===== src/rtl/exibe_sequencia_pkg.sv =====
// Shared definitions for the memory-game playback block and the control unit that drives it.
package exibe_sequencia_pkg;

  localparam int unsigned ADDR_W_PADRAO = 4;
  localparam int unsigned DATA_W_PADRAO = 4;

  // Encodings double as the db_estado debug codes.
  typedef enum logic [3:0] {
    OCIOSO    = 4'd0,
    CARREGA   = 4'd1,
    REGISTRA  = 4'd2,
    ACENDE    = 4'd3,
    APAGA     = 4'd4,
    CONCLUIDO = 4'd5
  } estado_t;

  localparam logic [3:0] CODIGO_INVALIDO = 4'hF;

  function automatic logic [3:0] codigoEstado(input estado_t e);
    case (e)
      OCIOSO, CARREGA, REGISTRA, ACENDE, APAGA, CONCLUIDO: codigoEstado = 4'(e);
      default:                                             codigoEstado = CODIGO_INVALIDO;
    endcase
  endfunction

endpackage


===== src/rtl/exibe_sequencia_temporizador.sv =====
// Dwell timer: counts while conta is high, fim_tempo marks the M-th counted cycle.
module temporizador_exibicao #(
  parameter int unsigned M = 4
) (
  input  logic clock,
  input  logic reset,
  input  logic zera,
  input  logic conta,
  output logic fim_tempo
);

  localparam int unsigned W = (M > 1) ? $clog2(M) : 1;

  logic [W-1:0] contagem;

  always_ff @(posedge clock) begin
    if (reset || zera) begin
      contagem <= '0;
    end else if (conta) begin
      contagem <= contagem + W'(1);
    end
  end

  assign fim_tempo = conta && (contagem == W'(M - 1));

endmodule


===== src/rtl/exibe_sequencia.sv =====
// Plays the stored sequence (addresses 0..rodada) on the LEDs with fixed on/off times.
module exibe_sequencia
  import exibe_sequencia_pkg::*;
#(
  parameter int unsigned ADDR_W    = ADDR_W_PADRAO,
  parameter int unsigned DATA_W    = DATA_W_PADRAO,
  parameter int unsigned T_ACESO   = 500,
  parameter int unsigned T_APAGADO = 250
) (
  input  logic              clock,
  input  logic              reset,
  input  logic              iniciar,
  input  logic              cancela,
  input  logic [ADDR_W-1:0] rodada,
  input  logic [DATA_W-1:0] dado_mem,
  output logic [ADDR_W-1:0] endereco,
  output logic [DATA_W-1:0] leds,
  output logic              exibindo,
  output logic              fim,
  output logic [3:0]        db_estado
);

  estado_t           estado;
  logic [ADDR_W-1:0] endCnt;
  logic [ADDR_W-1:0] rodadaReg;
  logic [DATA_W-1:0] dadoReg;
  logic              fimAceso;
  logic              fimApagado;

  temporizador_exibicao #(.M(T_ACESO)) timerAceso (
    .clock     (clock),
    .reset     (reset),
    .zera      (estado != ACENDE),
    .conta     (estado == ACENDE),
    .fim_tempo (fimAceso)
  );

  temporizador_exibicao #(.M(T_APAGADO)) timerApagado (
    .clock     (clock),
    .reset     (reset),
    .zera      (estado != APAGA),
    .conta     (estado == APAGA),
    .fim_tempo (fimApagado)
  );

  always_ff @(posedge clock) begin
    if (reset) begin
      estado    <= OCIOSO;
      endCnt    <= '0;
      rodadaReg <= '0;
      dadoReg   <= '0;
      exibindo  <= 1'b0;
      fim       <= 1'b0;
    end else if (cancela) begin
      estado   <= OCIOSO;
      endCnt   <= '0;
      exibindo <= 1'b0;
      fim      <= 1'b0;
    end else begin
      fim <= 1'b0;
      case (estado)
        OCIOSO: begin
          endCnt <= '0;
          if (iniciar) begin
            rodadaReg <= rodada;
            exibindo  <= 1'b1;
            estado    <= CARREGA;
          end
        end
        CARREGA: estado <= REGISTRA;
        REGISTRA: begin
          dadoReg <= dado_mem;
          estado  <= ACENDE;
        end
        ACENDE: begin
          if (fimAceso) estado <= APAGA;
        end
        APAGA: begin
          if (fimApagado) begin
            // The round comparison ends playback before endCnt could wrap.
            if (endCnt == rodadaReg) begin
              fim    <= 1'b1;
              estado <= CONCLUIDO;
            end else begin
              endCnt <= endCnt + ADDR_W'(1);
              estado <= CARREGA;
            end
          end
        end
        CONCLUIDO: begin
          endCnt   <= '0;
          exibindo <= 1'b0;
          estado   <= OCIOSO;
        end
        default: begin
          endCnt   <= '0;
          exibindo <= 1'b0;
          estado   <= OCIOSO;
        end
      endcase
    end
  end

  assign endereco  = endCnt;
  assign leds      = (estado == ACENDE) ? dadoReg : '0;
  assign db_estado = codigoEstado(estado);

endmodule


===== config.mk =====
export PLATFORM = sky130hd
export DESIGN_NAME = exibe_sequencia
export DESIGN_NICKNAME = d
export VERILOG_FILES = /design/src/rtl/exibe_sequencia_pkg.sv /design/src/rtl/exibe_sequencia_temporizador.sv /design/src/rtl/exibe_sequencia.sv
export SDC_FILE = /design/constraint.sdc
export NUM_CORES = 1
export LEC_CHECK = 0
export BUFFER_PORTS_ARGS = -buffer_cell sky130_fd_sc_hd__buf_2
export CORE_ASPECT_RATIO = 0.75
export CORE_UTILIZATION = 56
export DETAILED_ROUTE_END_ITERATION = 10
export PLACE_DENSITY = 0.8
export SLEW_MARGIN = 10
export SYNTH_ARGS = -nofsm -noshare
export SYNTH_HDL_FRONTEND = slang
export SYNTH_SLANG_ARGS = --single-unit

===== constraint.sdc =====
create_clock -name clock -period 4.63 [get_ports clock]
set_input_delay 0.463 -clock clock [delete_from_list [all_inputs] [get_ports clock]]
set_output_delay 0.463 -clock clock [all_outputs]
set_load 0.05 [all_outputs]

### Word-level counts from Yosys, hierarchy flattened

Index checks and enable logic that the tools add are counted.

| word-level totals | value |
|---|---|
| bits of input ports | 12 |
| bits in registers | 35 |
| output and inout bits | 14 |

| cells by class | value |
|---|---|
| reductions and logical operators | 15 |
| equal/unequal tests | 14 |
| add/subtract/negate cells | 3 |
| bitwise gates (word level) | 5 |
| multiplexer cells | 13 |

Operator list:

| operator | count |
|---|---|
| 2-to-1 mux 4 bit | 7 |
| one-hot mux 4 bit (5 select lines) | 1 |
| adder 9 x 1 -> 9 bit, second input constant | 1 |
| == test 9 bit, second input constant | 1 |
| AND reduction 3 bit | 3 |
| adder 8 x 1 -> 8 bit, second input constant | 1 |
| == test 4 x 2 -> 1 bit, second input constant | 2 |
| == test 4 x 3 -> 1 bit, second input constant | 2 |
| == test 8 bit, second input constant | 1 |
| != test 2 bit, second input constant | 4 |
| one-hot mux 4 bit (2 select lines) | 1 |
| OR reduction 4 bit | 2 |
| OR reduction 6 bit | 1 |
| NOT 1 bit | 5 |
| adder 4 x 1 -> 4 bit, second input constant | 1 |
| == test 4 x 1 -> 1 bit, second input constant | 1 |
| == test 4 bit | 1 |
| zero test 4 bit | 1 |
| != test 4 x 2 -> 1 bit, second input constant | 1 |
| != test 4 x 3 -> 1 bit, second input constant | 1 |
| AND reduction 2 bit | 2 |
| 2-to-1 mux 3 bit | 1 |
| OR reduction 3 bit | 1 |
| logical AND 1 bit | 2 |
| 4 further kinds | 6 |

### Depth between registers and ports, before layout

Gate-level depths: netlist (run 1).

| depth | value |
|---|---|
| depth after elaboration | 4 |
| gate-level depth with buffers | 7 |
| gate-level depth less buffers | 6 |

### Modules after synthesis

From an unflattened synthesis (run 1), not the netlist that was laid out.

| second synthesis, totals | value |
|---|---|
| cell total of the unflattened synthesis | 197 |
| area total of the unflattened synthesis | 1726.7 um^2 |

Modules (own cells, without submodules):

| module | times used | sequential area each (um^2) | area each (um^2) | cells each |
|---|---|---|---|---|
| exibe_sequencia | 1 | 340.3 | 903.4 | 103 |
| temporizador_exibicao at timerAceso | 1 | 180.2 | 437.9 | 50 |
| temporizador_exibicao at timerApagado | 1 | 160.2 | 385.4 | 44 |

### Least setup slack after synthesis (run 1)

OpenSTA, ideal clock, no wires.

| timing path | value |
|---|---|
| path type | register to output |
| start point | register estado[2] |
| end point | output db_estado[0] |
| stages on the path, launching flop included | 4 |
| path buffers | 1 |
| data arrival time | 1558 ps |
| path slack | 2609 ps |
| data required time | 4167 ps |
| cell sequence | dfxtp_1 -> clkbuf_1 -> and2_1 -> or2_1 |

| on the way | value |
|---|---|
| cells in the longest elaborated chain, start to end | 3 |
| elaborated cells between the ends (all ways) | 8 |
| classes of those cells | eq/ne: 5; mux: 1; reduce/logical: 2 |

Ends and longest elaborated chain:

| element | RTL line | source |
|---|---|---|
| start: declaration | exibe_sequencia.sv:23 | `estado_t estado;` |
| start signal: assignment | exibe_sequencia.sv:48 | `estado <= OCIOSO;` |
| start signal: assignment | exibe_sequencia.sv:55 | `estado <= OCIOSO;` |
| start signal: assignment | exibe_sequencia.sv:67 | `estado <= CARREGA;` |
| == test 4 x 1 -> 1 bit, or another cell as far along | exibe_sequencia_pkg.sv:20 | `case (e)` |
| OR reduction 6 bit * | exibe_sequencia_pkg.sv:20 |  |
| 2-to-1 mux 4 bit * | exibe_sequencia_pkg.sv:20 |  |
| end: declaration | exibe_sequencia.sv:20 | `output logic [3:0] db_estado` |

Every way passes the cells marked *; elsewhere a longest branch is shown, timed or not.

### Final worst setup path (run 1)

| timing path | value |
|---|---|
| start point | register estado[1] |
| end point | output leds[1] |

| on the way | value |
|---|---|
| cells in the longest elaborated chain, start to end | 2 |

Ends and longest elaborated chain:

| element | RTL line | source |
|---|---|---|
| == test 4 x 2 -> 1 bit | exibe_sequencia.sv:105 | `assign leds = (estado == ACENDE) ? dadoReg : '0;` |
| 2-to-1 mux 4 bit | exibe_sequencia.sv:105 |  |
| end: declaration | exibe_sequencia.sv:17 | `output logic [DATA_W-1:0] leds,` |

Every way passes these cells.

==> results of run 1 <==
==> area by class of cell <==
class	count	area, sq um
tap	36	45.0
fill	216	838
timing repair buffer	25	125
clock inverter	1	5.00
clock buffer	7	86.3
multi-input combinational	138	867
inverter	4	15.0
sequential	34	681
==> per-stage QoR <==
stage	utilization [%]	setup WS, ps	area, sq um
final	68.5	2580	1820
after detailed placement	65.1	2960	1730
after global routing	68.5	2480	1820
after CTS	68.5	2610	1820
after global placement	65.1	3000	1730
after floorplan	-	2610	1610
==> registers in the layout (all words and copies together), names as in the netlist <==
register and flops:
timerApagado.contagem 8, fim 1, exibindo 1, estado 3, dadoReg 4, endereco 4
rodadaReg 4, timerAceso.contagem 9
==> power by group <==
part	switching [mW]	leakage [nW]	internal, mW	total, mW
registers	0.00302	0.275	0.295	0.299
clock network	0.103	0.0482	0.120	0.223
logic	0.0197	0.359	0.0123	0.0320
total	0.126	0.682	0.428	0.553
==> metal layers <==
layer  vias to the layer above  track usage [%]  share of wire (%)
met5                         -                0                  0
met4                         0             8.71                1.2
met3                         7             11.3                8.5
met2                        44             36.0                 43
met1                       631             31.2                 47
li1                        682                -                  -
==> synth_stat cells <==
master	n
a211oi_1	1
a21oi_1	4
a31oi_1	3
and2_1	7
and3b_1	1
and4_1	2
buf_2	5
clkbuf_1	6
dfxtp_1	34
ha_1	4
inv_1	4
mux2i_1	8
nand2_1	15
nand2b_1	1
nand3_1	6
nand3b_1	2
nand4_1	7
nand4b_1	1
nor2_1	32
nor2b_1	1
nor3_1	6
nor3b_1	2
nor4_1	3
nor4b_1	1
o211ai_1	2
o21a_1	1
o311ai_1	1
o311ai_2	1
o41ai_1	1
or2_1	4
or3_1	1
or3b_1	1
or4_1	1
xnor2_1	14
xor2_1	4
==> worst min path at each step <==
stage	startpoint	end	slack (ps)
after floorplan	timerAceso.contagem[0]	timerAceso.contagem[0]	430
after global routing	rodada[3]	rodadaReg[3]	410
after global placement	timerAceso.contagem[0]	timerAceso.contagem[0]	440
after CTS	rodada[3]	rodadaReg[3]	400
after detailed placement	timerApagado.contagem[0]	timerApagado.contagem[0]	470
final	rodada[3]	rodadaReg[3]	410
==> cells by family (layout without fill, tap and decap cells) <==
family	count (synthesis)	in the layout	synth area share, %
and+or+nand+nor	94	94	29.6
DFF	34	34	42.3
xor gates and xnor gates	18	18	9.79
buffers and inverters	15	37	3.88
AOI/OAI and AO/OA	14	14	6.37
muxes	8	8	4.97
adders and majority gates	4	4	3.11
==> critical path: cells and delay by family, from the launching register on <==
| family | cells | cell delay, ps |
|---|---|---|
| buffers and inverters | 1 | 250 |
| AND/OR/NAND/NOR | 2 | 520 |
| flip-flops | 1 | 520 |
==> flow_metrics.py, run 1 <==
metrics = {
    "status": {
        "status": "finished clean",
    },
    "power": {
        "power_mw": 0.553,
        "p_leak_nw": 0.682,
        "ir_worst_vdd_mv": 0.211,
        "power_density_nw_per_um2": 303,
    },
    "setup_path": {
        "startpoint_type": "register",
        "regToRegStartpoint": "timerApagado.contagem[0]",
        "r2r-end": "estado[0]",
        "path_max_fanout": 11,
        "crit_path_start": "estado[1]",
        "slowest_stage": "dfxtp_1",
        "path_cells": "and3b_1, and2_1, buf_2",
        "critical_path_class": "register to output port",
        "slowest_delay_ps": 520,
        "crit_end": "leds[1]",
        "cp_data_arrival_time_ps": 1590,
        "rrSetupSlack_ps": 2970,
        "worstPathRequired_ps": 4170,
        "end_kind": "output port",
        "reg2regPathDepth": 5,
    },
    "hold_path": {
        "whs_path_depth": 3,
        "hold_class": "input port to register",
    },
    "cts": {
        "cts_buffers": 5,
        "worstSkewPairLatency_ps": 290,
        "cts_buffer_depth": 2,
        "cts-root-buf": "clkbuf_8",
        "path_clk_slew_ps": 70,
        "post_cts_buffers": 0,
        "h-tree-depth": 2,
        "numClockSinks": 34,
        "cts_tree": "yes",
        "holdBufCountCts": 0,
        "postCtsResizedCells": 0,
    },
    "timing": {
        "fmax_ghz": 0.488,
        "fin_skew_ps": 6.65,
        "hold_viol_final": 0,
        "rsz0062_at_grt": "false",
        "setup_tns_ps": 0,
        "drv_slew": 0,
        "max_slew_margin_pct": 55.7,
        "finalCriticalPeriod_ps": 2050,
        "setup_viol_count_final": 0,
        "fin_hold_ws_ps": 407,
        "max_slew.worst_pin.slew_ps": 657,
        "fin_crit_sh_pct": 44.3,
    },
    "route": {
        "vias": 1364,
        "vias_per_cell": 5.57,
        "firstDrtPassIters": 4,
        "wl_per_cell_um": 13.3,
        "drcViolationCount": 0,
        "drt_iter0_markers": 120,
        "wirelength_um": 3270,
        "ant_nets": 0,
    },
    "synth": {
        "yosysWarnings": 0,
        "synth_top_area_share_pct": 42.3,
        "synth.distinct_cells": 35,
        "syn_avg_cell_area_sq_um": 8.61,
        "yosys.area.top_type": "dfxtp_1",
        "yosys-top-cells-area": "dfxtp_1 42%, xnor2_1 7.6%, nor2_1 7.5%",
        "synth_nets": 203,
        "netlist_area_sq_um": 1610,
        "synth-seq-area-share_pct": 42.3,
        "ys_ff_latch": 34,
        "synthCells": 187,
    },
    "grt": {
        "grt_pass1_vias": 1241,
        "grt_max_degree": 16,
        "grt_antenna_before_repair": 0,
        "grt_pass1_wl_um": 5610,
        "track_usage_pct": 24.4,
        "grt_overflow": 0,
    },
    "placement": {
        "gp_congestion": 0.846,
        "portBuffers": 25,
        "post-place-cells": 237,
        "dp_hpwl_um": 2420,
    },
    "final_layout": {
        "final_cells": 245,
        "areaGrowthSynthToFinish_pct": 13.3,
        "diodes": 0,
        "fin_nets": 224,
        "drive_above_1_share_pct": 15.8,
        "layout_commonest_cell": "dfxtp_1",
        "layout_common_cells": "34 x dfxtp_1, 32 x nor2_1, 25 x buf_2",
    },
    "floorplan": {
        "ios": 26,
        "coreArea_sq_um": 2660,
        "start_util_pct": 60.5,
        "die_area_sq_um": 3100,
        "die_height_um": 48.4,
        "std_cell_rows": 16,
        "die_x_um": 63.9,
    },
    "job": {
        "maxCapViolCount": 0,
    },
}
(Power assumes the default switching activity.)
==> run 2: changes to the inputs <==
--- a/config.mk
+++ b/config.mk
@@ -7,9 +7,9 @@
 export LEC_CHECK = 0
 export BUFFER_PORTS_ARGS = -buffer_cell sky130_fd_sc_hd__buf_2
 export CORE_ASPECT_RATIO = 0.75
-export CORE_UTILIZATION = 56
+export CORE_UTILIZATION = 50
 export DETAILED_ROUTE_END_ITERATION = 10
-export PLACE_DENSITY = 0.8
+export PLACE_DENSITY = 0.76
 export SLEW_MARGIN = 10
 export SYNTH_ARGS = -nofsm -noshare
 export SYNTH_HDL_FRONTEND = slang
==> constraint.sdc (replaced) <==
create_clock -name clock -period 1.65 [get_ports clock]
set_input_delay 0.165 -clock clock [delete_from_list [all_inputs] [get_ports clock]]
set_output_delay 0.165 -clock clock [all_outputs]
set_load 0.05 [all_outputs]
==> run 2 against run 1 <==
Core utilization decreased by 5.7 points; via count increased by 4.2%; global-route usage decreased by 0.65 points; die area increased by 12%; clock skew increased by 2.8 ps; first-iteration DRC count increased by 23%; register-to-register slack got worse by 2900 ps; final cell count increased by 3.3%; largest power group unchanged.
==> flow_metrics.py, run 2 (synthesized netlist as in run 1, its figures left out) <==
metrics = {
    "setup_path": {
        "startpoint_type": "register",
        "slowest_delay_ps": 430,
        "rrSetupSlack_ps": 90,
        "regToRegStartpoint": "timerApagado.contagem[1]",
        "r2r-end": "endereco[3]",
        "reg2regPathDepth": 6,
        "cp_data_arrival_time_ps": 1420,
        "path_max_fanout": 11,
        "critical_path_class": "register to output port",
        "worstPathRequired_ps": 1480,
        "path_cells": "and3b_2, and2_1, buf_2",
        "end_kind": "output port",
        "slowest_stage": "dfxtp_2",
    },
    "timing": {
        "hold_viol_final": 0,
        "fmax_ghz": 0.632,
        "max_slew_margin_pct": 75.7,
        "fin_skew_ps": 9.49,
        "drv_slew": 0,
        "fin_crit_sh_pct": 95.8,
        "finalCriticalPeriod_ps": 1580,
        "max_slew.worst_pin.slew_ps": 360,
        "setup_ws_ps": 68.8,
        "setup_viol_count_final": 0,
        "rsz0062_at_grt": "true",
    },
    "grt": {
        "track_usage_pct": 23.8,
        "grt_antenna_before_repair": 0,
        "grt_pass1_wl_um": 5830,
        "grt_max_degree": 13,
        "grt_overflow": 0,
        "grt_pass1_vias": 1324,
    },
    "floorplan": {
        "ios": 26,
        "coreArea_sq_um": 3000,
        "die_height_um": 51.1,
        "std_cell_rows": 17,
        "die_area_sq_um": 3450,
        "start_util_pct": 53.7,
        "die_x_um": 67.5,
    },
    "cts": {
        "path_clk_slew_ps": 70,
        "numClockSinks": 34,
        "cts-root-buf": "clkbuf_8",
        "h-tree-depth": 2,
        "cts_buffers": 5,
        "cts_tree": "yes",
        "worstSkewPairLatency_ps": 290,
        "cts_buffer_depth": 2,
        "post_cts_buffers": 0,
        "holdBufCountCts": 0,
    },
    "route": {
        "vias_per_cell": 5.62,
        "wirelength_um": 3500,
        "vias": 1421,
        "ant_nets": 0,
        "drt_iter0_markers": 147,
        "drcViolationCount": 0,
        "wl_per_cell_um": 13.8,
        "firstDrtPassIters": 4,
    },
    "power": {
        "p_leak_nw": 0.715,
        "power_density_nw_per_um2": 826,
        "ir_worst_vdd_mv": 0.491,
        "power_mw": 1.56,
    },
    "placement": {
        "gp_congestion": 0.823,
        "pre_cts_slack_ps": -17.6,
        "dp_hpwl_um": 2630,
        "portBuffers": 25,
        "dpl-instance-area_sq_um": 1780,
    },
    "job": {
        "maxCapViolCount": 0,
    },
    "final_layout": {
        "largest_reg_flops": 9,
        "layout_common_cells": "32 x nor2_1, 32 x dfxtp_1, 25 x buf_2",
        "fin_nets": 230,
        "top_register": "timerAceso.contagem",
        "design_area_sq_um": 1880,
        "areaGrowthSynthToFinish_pct": 16.9,
        "largestRegisters": "timerAceso.contagem: 9 flops, timerApagado.contagem: 8 flops",
        "diodes": 0,
        "drive_above_1_share_pct": 20.5,
    },
    "status": {
        "status": "finished clean",
    },
    "hold_path": {
        "min_to": "rodadaReg[0]",
        "hold_class": "input port to register",
        "hold_start": "rodada[0]",
        "whs_path_depth": 3,
    },
}
## run 2: cell count changes in the layout (fill, tap and decap cells not counted), sizes merged
cell,delta
buf,+6
## run 2: how the worst max path moves through the flow
stage | from | end | slack, ps | cells past startpoint
6_report | estado[1] | leds[1] | 70 | 3
5_1_grt | timerApagado.contagem[1] | endereco[3] | -0.1 | 6
4_1_cts | timerApagado.contagem[1] | endereco[3] | 60 | 6
3_5_place_dp | timerApagado.contagem[1] | endereco[3] | -20 | 6
3_3_place_gp | timerApagado.contagem[1] | endereco[3] | 80 | 6
2_1_floorplan | estado[2] | estado[0] | 40 | 4
## run 2: what timing repair did
| item | in CTS | in global routing |
|---|---|---|
| gates resized for setup | 4 | 0 |
| pin swaps | 0 | 1 |
| endpoints found under the setup margin | 5 | 2 |
| cloned | 0 | 0 |
## run 2: cell type report
cell class	instances	area, sq um
inverter	4	15.0
fill	255	1120
clock buffer	7	86.3
sequential	34	683
tap	38	47.5
multi-input combinational	138	876
timing repair buffer	31	170
clock inverter	1	5.00
## run 2: layer usage
layer  global-route usage, %  share of wire (%)  vias to the layer above
li1                        -                  -                      692
met5                       0                  0                        -
met1                    30.8                 46                      651
met2                    33.7                 43                       68
met4                    15.6                2.2                        0
met3                    7.14                8.8                       10
## run 2: worst max-delay path: cells and delay by family (launching register included)
family | cells | cell delay (ps)
AND/OR/NAND/NOR | 2 | 430
buffers and inverters | 1 | 260
flip-flops | 1 | 430
## run 2: per-stage QoR
| stage | std cells | utilization (%) | setup TNS (ps) | hold WS, ps |
|---|---|---|---|---|
| after floorplan | 187 | - | 0 | 309 |
| after global placement | 245 | 59.4 | 0 | 397 |
| after detailed placement | 245 | 59.4 | -17.6 | 411 |
| after CTS | 253 | 62.8 | 0 | 107 |
| after global routing | 253 | 62.8 | -0.105 | 121 |
| final | 253 | 62.8 | 0 | 112 |
## run 2: power by group
group          internal, mW  switching [mW]
logic                0.0357          0.0556
clock network         0.336           0.291
registers             0.829         0.00832
